==> src/rtl/cas_tx_sequencer.sv <==
// Cassette-save byte scheduler: FIFO-buffered CPU bytes framed as leader/sync/data for the tape square-wave generator.
// Optional trailing two's-complement checksum byte when CAS_CHECKSUM_EN is defined.
module cas_tx_sequencer #(
   parameter int unsigned FIFO_AW     = 3,
   parameter logic [15:0] LEADER_LEN  = 16'd256,
   parameter logic [7:0]  LEADER_BYTE = 8'h55,
   parameter logic [7:0]  SYNC_BYTE   = 8'h7F,
   parameter int unsigned START_HOLD  = 4,
   parameter logic [23:0] TIMEOUT     = 24'hFFFFFF
) (
   input  logic       clk,
   input  logic       reset_n,
   input  logic       motor_on,
   input  logic       wr_en,
   input  logic [7:0] wr_data,
   output logic       fifo_full,
   output logic       busy,
   output logic       underrun,
   output logic       timeout_err,
   output logic       gen_start,
   output logic [7:0] gen_din,
   output logic       gen_extend,
   input  logic       gen_done
);

   localparam int unsigned  DEPTH     = 2**FIFO_AW;
   localparam logic [23:0]  HOLD_LAST = 24'(START_HOLD - 1);
   localparam logic [23:0]  WDOG_LAST = TIMEOUT - 24'd1;
   localparam logic [FIFO_AW:0] PTR_ONE = {{FIFO_AW{1'b0}}, 1'b1};

   typedef enum logic [2:0] {
      S_IDLE, S_LEADER, S_SYNC, S_DATA, S_CHKSUM, S_STARTP, S_WAITLO, S_WAITHI
   } state_t;

   state_t           r_state, w_state_nx;
   state_t           r_phase, w_issue_phase, w_end_state;

   logic [7:0]       r_mem [DEPTH];
   logic [FIFO_AW:0] r_wptr, r_rptr;
   logic             r_motor_q, r_stop;
   logic [15:0]      r_lcnt;
   logic [23:0]      r_wdog;
   logic [7:0]       r_din;
   logic             r_ext, r_underrun, r_timeout;

   logic             w_motor_rise, w_stop, w_empty, w_full, w_wr_ok, w_in_byte;
   logic [7:0]       w_head, w_issue_byte;
   logic             w_issue, w_issue_ext, w_pop, w_flush, w_lcnt_dec;
   logic             w_underrun_set, w_timeout_set, w_start_session, w_complete;

`ifdef CAS_CHECKSUM_EN
   logic [7:0]       r_sum;
   logic             r_sent;
   logic [7:0]       w_chk;
   assign w_chk       = ~r_sum + 8'd1;
   assign w_end_state = r_sent ? S_CHKSUM : S_IDLE;
`else
   assign w_end_state = S_IDLE;
`endif

   assign w_motor_rise = motor_on & ~r_motor_q;
   // a fall is remembered so that a quick re-rise cannot resume the session
   assign w_stop       = r_stop | ~motor_on;
   assign w_empty      = (r_wptr == r_rptr);
   assign w_full       = (r_wptr[FIFO_AW] != r_rptr[FIFO_AW]) &&
                         (r_wptr[FIFO_AW-1:0] == r_rptr[FIFO_AW-1:0]);
   assign w_wr_ok      = wr_en & ~w_full;
   assign w_head       = r_mem[r_rptr[FIFO_AW-1:0]];
   assign w_in_byte    = (r_state == S_STARTP) || (r_state == S_WAITLO) || (r_state == S_WAITHI);

   always_ff @(posedge clk or negedge reset_n) begin
      if (!reset_n) r_state <= S_IDLE;
      else          r_state <= w_state_nx;
   end

   always_comb begin
      w_state_nx      = r_state;
      w_issue         = 1'b0;
      w_issue_byte    = '0;
      w_issue_ext     = 1'b0;
      w_issue_phase   = r_phase;
      w_pop           = 1'b0;
      w_flush         = 1'b0;
      w_lcnt_dec      = 1'b0;
      w_underrun_set  = 1'b0;
      w_timeout_set   = 1'b0;
      w_start_session = 1'b0;
      w_complete      = 1'b0;
      case (r_state)
         S_IDLE: begin
            if (w_motor_rise) begin
               w_start_session = 1'b1;
               w_state_nx      = (LEADER_LEN == '0) ? S_SYNC : S_LEADER;
            end
         end
         S_LEADER, S_SYNC: begin
            if (w_stop) begin
               w_flush    = 1'b1;
               w_state_nx = S_IDLE;
            end else begin
               w_issue       = 1'b1;
               w_issue_byte  = (r_state == S_LEADER) ? LEADER_BYTE : SYNC_BYTE;
               w_issue_phase = r_state;
               w_state_nx    = S_STARTP;
            end
         end
         S_DATA: begin
            if (w_stop) begin
               w_flush    = 1'b1;
               w_state_nx = w_end_state;
            end else if (!w_empty) begin
               w_pop         = 1'b1;
               w_issue       = 1'b1;
               w_issue_byte  = w_head;
               w_issue_ext   = 1'b1;
               w_issue_phase = S_DATA;
               w_state_nx    = S_STARTP;
            end else begin
               w_underrun_set = 1'b1;
            end
         end
`ifdef CAS_CHECKSUM_EN
         S_CHKSUM: begin
            w_issue       = 1'b1;
            w_issue_byte  = w_chk;
            w_issue_ext   = 1'b1;
            w_issue_phase = S_CHKSUM;
            w_state_nx    = S_STARTP;
         end
`endif
         S_STARTP: if (r_wdog == HOLD_LAST) w_state_nx = S_WAITLO;
         S_WAITLO: if (!gen_done) w_state_nx = S_WAITHI;
         S_WAITHI: begin
            if (gen_done) begin
               w_complete = 1'b1;
               case (r_phase)
                  S_LEADER: begin
                     w_lcnt_dec = 1'b1;
                     if (w_stop) begin
                        w_flush    = 1'b1;
                        w_state_nx = S_IDLE;
                     end else begin
                        w_state_nx = (r_lcnt == 16'd1) ? S_SYNC : S_LEADER;
                     end
                  end
                  S_SYNC: begin
                     if (w_stop) begin
                        w_flush    = 1'b1;
                        w_state_nx = S_IDLE;
                     end else begin
                        w_state_nx = S_DATA;
                     end
                  end
                  S_DATA: begin
                     if (w_stop) begin
                        w_flush    = 1'b1;
                        w_state_nx = w_end_state;
                     end else begin
                        w_state_nx = S_DATA;
                     end
                  end
                  default: begin
                     w_flush    = 1'b1;
                     w_state_nx = S_IDLE;
                  end
               endcase
            end
         end
         default: w_state_nx = S_IDLE;
      endcase
      // watchdog spans the whole byte; a byte finishing on the last cycle still counts as done
      if (w_in_byte && !w_complete && (r_wdog == WDOG_LAST)) begin
         w_timeout_set = 1'b1;
         w_flush       = 1'b1;
         w_state_nx    = S_IDLE;
      end
   end

   always_comb begin
      gen_start   = (r_state == S_STARTP);
      busy        = (r_state != S_IDLE);
      gen_din     = r_din;
      gen_extend  = r_ext;
      fifo_full   = w_full;
      underrun    = r_underrun;
      timeout_err = r_timeout;
   end

   always_ff @(posedge clk or negedge reset_n) begin
      if (!reset_n) begin
         r_motor_q  <= 1'b0;
         r_stop     <= 1'b0;
         r_lcnt     <= '0;
         r_wdog     <= '0;
         r_din      <= '0;
         r_ext      <= 1'b0;
         r_phase    <= S_IDLE;
         r_underrun <= 1'b0;
         r_timeout  <= 1'b0;
         r_wptr     <= '0;
         r_rptr     <= '0;
      end else begin
         r_motor_q <= motor_on;
         if (w_state_nx == S_IDLE)                r_stop <= 1'b0;
         else if (r_state != S_IDLE && !motor_on) r_stop <= 1'b1;

         if (w_start_session) r_lcnt <= LEADER_LEN;
         else if (w_lcnt_dec) r_lcnt <= r_lcnt - 16'd1;

         if (w_issue) begin
            r_din   <= w_issue_byte;
            r_ext   <= w_issue_ext;
            r_phase <= w_issue_phase;
            r_wdog  <= '0;
         end else if (w_in_byte) begin
            r_wdog  <= r_wdog + 24'd1;
         end

         if (w_start_session)     r_underrun <= 1'b0;
         else if (w_underrun_set) r_underrun <= 1'b1;
         if (w_start_session)     r_timeout  <= 1'b0;
         else if (w_timeout_set)  r_timeout  <= 1'b1;

         if (w_wr_ok) r_wptr <= r_wptr + PTR_ONE;
         if (w_flush)    r_rptr <= r_wptr;
         else if (w_pop) r_rptr <= r_rptr + PTR_ONE;
      end
   end

   always_ff @(posedge clk) begin
      if (w_wr_ok) r_mem[r_wptr[FIFO_AW-1:0]] <= wr_data;
   end

`ifdef CAS_CHECKSUM_EN
   always_ff @(posedge clk or negedge reset_n) begin
      if (!reset_n) begin
         r_sum  <= '0;
         r_sent <= 1'b0;
      end else if (w_start_session) begin
         r_sum  <= '0;
         r_sent <= 1'b0;
      end else if (w_pop) begin
         r_sum  <= r_sum + w_head;
         r_sent <= 1'b1;
      end
   end
`endif

endmodule

==> config.mk <==
export PLATFORM = sky130hd
export DESIGN_NAME = cas_tx_sequencer
export DESIGN_NICKNAME = d
export VERILOG_FILES = /design/src/rtl/cas_tx_sequencer.sv
export SDC_FILE = /design/constraint.sdc
export NUM_CORES = 1
export LEC_CHECK = 0
export ABC_AREA = 1
export CAP_MARGIN = 15
export CORE_MARGIN = 5
export CORE_UTILIZATION = 25
export CTS_BUF_LIST = sky130_fd_sc_hd__clkbuf_8
export CTS_CLUSTER_SIZE = 14
export DETAILED_ROUTE_END_ITERATION = 8
export PLACE_DENSITY = 0.43
export SLEW_MARGIN = 20
export SYNTH_ARGS = -nofsm -noshare
export SYNTH_HDL_FRONTEND = slang
export SYNTH_SLANG_ARGS = --single-unit
==> constraint.sdc <==
create_clock -name clk -period 3.4 [get_ports clk]
set_clock_uncertainty 0.2 [all_clocks]
set_input_delay 0.68 -clock clk [delete_from_list [all_inputs] [get_ports clk]]
set_output_delay 0.68 -clock clk [all_outputs]
set_load 0.05 [all_outputs]
==> summary.txt <==
Yosys
  • Synth area leader: edfxtp_1
  • Dominant synthesized flop cell: dfrtp_1
  • Ys async rst share: between 50% and 60%
  • Compound-gate portion of the synthesized area: about 8.9%
  • Synth Cell Area: roughly 6300 µm²
  • Cell variety after synth: 39
  • Sequential share of the synthesized area: a little under three fifths
  • Synthesized Nets: roughly 720
  • Top cells by area, synth: edfxtp_1, dfrtp_1, nand2_1
  • Post-Synth XOR/XNOR Area: under 10%
  • Synth top area share: a little under a third
  • Post-Syn Instances: roughly 700
  • Avg Inst Size Synth: between 8 and 9 µm²
  • Register bit total from synthesis: approximately 130
  • Fraction of the mapped netlist area in adder cells: about 1.2%
  • Simple-gate area share of the yosys netlist: 24.3%
  • EDFF count, synth: 64
  • Mux contribution to synthesized area: 0%
  • Synth warnings: 0
  • Largest family of logic cells by synthesized area: simple AND/OR/NAND/NOR gates

Setup path
  • Worst Path Max Fanout: 4
  • Crit-path slowest cell: clkdlybuf4s50_1
  • CP Launch Type: flop
  • Path depth of the worst reg2reg path: 7
  • Crit end category: output pin
  • Worst Setup Path Type: reg2out
  • Crit path DAT: between 2 and 2.5 ns
  • Req. time, crit path: 2.52 ns
  • CP Depth: 3
  • Top delay family on crit path: buffers and inverters
  • Worst R2R Start: r_rptr[1]$_DFFE_PN0P_
  • CP max stage delay: approximately 0.9 ns
  • CP cell instances: inv_1, nor3_1, clkdlybuf4s50_1
  • CP Launch Point: r_state[0]$_DFF_PN0_
  • CP bufs+invs: 2

CTS
  • Clock Path Buffers: 2
  • Worst-path clk slew: 0.08 ns
  • Hold_buf cts: 0
  • Number of buffers created by CTS: 17
  • Sinks on Clock Net: around 130
  • H-tree depth: 4
  • Root Buffer: clkbuf_8
  • Post-CTS Resized: 0
  • Post-CTS setup buffer count: 0
  • CTS tree: yes
  • Skew-Pair Late Insertion Delay: around 0.44 ns

Route
  • DR vias: approximately 4700
  • DR vias/cell: 4.37
  • Final wirelength: 15700 µm
  • DRT iter0 DRCs: 294
  • First-pass DRT Iterations: 4
  • DR DRC count: 0
  • ANT nets after route: 0
  • DR WL/cell: about 15 µm

Timing
  • RSZ-0062 raised after global routing: false
  • TNS Setup: 0 ns
  • WHS: ~0.15 ns
  • Final Hold Fails: 0
  • Period utilization: about nine tenths
  • Fmax: between 300 and 400 MHz
  • Final Critical Period: about 3 ns
  • Setup violators final: 0
  • Slew Viols, Final: 0
  • Slew Limit Headroom: approximately two fifths
  • Slew @ Worst Pin: between 0.8 and 0.9 ns

Finish
  • Area Growth Syn to Fin: 18.0%
  • Share of layout cells above drive strength 1: 9.56%
  • Fin util: between 20 and 30%
  • Nets: 759
  • Most frequent cells in the layout: nand2_1, nor2_1, inv_1
  • Number of diodes: 0
  • Finished Layout Cells: ~1100
  • Leading cell type in the layout, fill and taps excluded: nand2_1

Global route
  • Global-route wire length before repair: 25500 µm
  • Largest net degree at the start of global routing: just under 70
  • Initial antenna violation count: 0
  • Vias in the first global route: between 4000 and 5000
  • Total gr overflow: 0
  • Total global routing track utilization: a little under an eighth

Die
  • Die Wd: roughly 170 µm
  • Starting density of the core: 25.1%
  • Die height: 168 µm
  • # rows: slightly below 60
  • Core Region: approximately 25000 µm²
  • Area of the die: approximately 28000 µm²
  • I/O pin total: 27

Power and ir drop
  • Power density over the cells: 746 nW/µm²
  • Power, Total: ~5.5 mW
  • Peak VDD IR: roughly 0.25 mV
  • Pleak: roughly 3.1 nW

Place
  • GP Congestion: between 0.7 and 0.8
  • Post-DP HPWL: 10800 µm
  • PortBufs: 26
  • Placed cell count: roughly 1100

Flow run
  • Max capacitance violation total: 0

Run status
  • Outcome: finished clean

Worst hold path
  • Hold Path Class: in2async
synthesized netlist by cell type (2+ instances only):
master    number
nor2_1       107
nand4_1       10
dfrtp_1       67
nor4_1         2
inv_1         71
o21ai_1        6
nor3_1        15
xnor2_1        5
nand3_1       60
nor2_2         5
clkbuf_1      10
o21ai_0       45
o21a_1         2
ha_1           6
xor2_1        10
buf_4          2
nor2_4         2
inv_2          8
a21oi_1       32
edfxtp_1      64
o22ai_1        8
o31ai_1        3
nand3_2        2
nand2_1      133
nand2_2        8
buf_2          3
worst paths after layout:
path | to | slack [ns]
max | gen_start | 0.40
min | r_wdog[13]$_DFFE_PN0P_ | 0.15
max reg2reg | r_mem[7][1]$_DFFE_PP_ | 0.91
min reg2reg | gen_din[6]$_DFFE_PN0P_ | 0.30
max in group asynchronous | r_rptr[2]$_DFFE_PN0P_ | 2.25
min in group clk | gen_din[6]$_DFFE_PN0P_ | 0.30
area by class of cell:
type	count	area (µm²)
Timing Repair Buffer	38	358
Sequential cell	131	3600
Clock buffer	17	234
Multi-Input combinational cell	472	2290
Fill cell	2615	17500
Clock inverter	15	195
Tap cell	330	413
Inverter	80	300
state kept, by name, summed over array words and instances, names as in the netlist, 3 cells and up:
| signal | count |
|---|---|
| r_mem | 64 |
| r_wdog | 24 |
| r_lcnt | 16 |
| gen_din | 8 |
| r_rptr | 4 |
| r_wptr | 4 |
| r_phase | 3 |
| r_state | 3 |
per-stage QoR:
step           area (µm²)  worst slack [ns]
6_report             7390             0.402
3_5_place_dp         6960             0.593
5_1_grt              7390             0.221
2_1_floorplan        6260             0.869
3_3_place_gp         6960             0.622
4_1_cts              7390             0.358
kinds of logic (layout without fill, tap and decap cells):
| logic type | Yosys count | count (layout) |
|---|---|---|
| and+or+nand+nor | 348 | 348 |
| DFF | 131 | 131 |
| AOI/OAI and AO/OA | 103 | 103 |
| buffers and inverters | 96 | 150 |
| xor gates and xnor gates | 15 | 15 |
| adders and majority gates | 6 | 6 |
power by group:
group	leakage (nW)	total [mW]	internal [mW]	switching (mW)
sequential	1.47	2.19	1.96	0.229
combinational	1.46	1.88	0.598	1.28
clock	0.220	1.44	0.796	0.647
layer usage:
layer	track usage [%]	vias to the layer above	share of wire (%)
met2	18.1	68	46
met3	3.15	4	3.8
met5	0	-	0
li1	-	2405	-
met4	2.43	0	0.65
met1	15.6	2255	49
(Power assumes the default switching activity.)
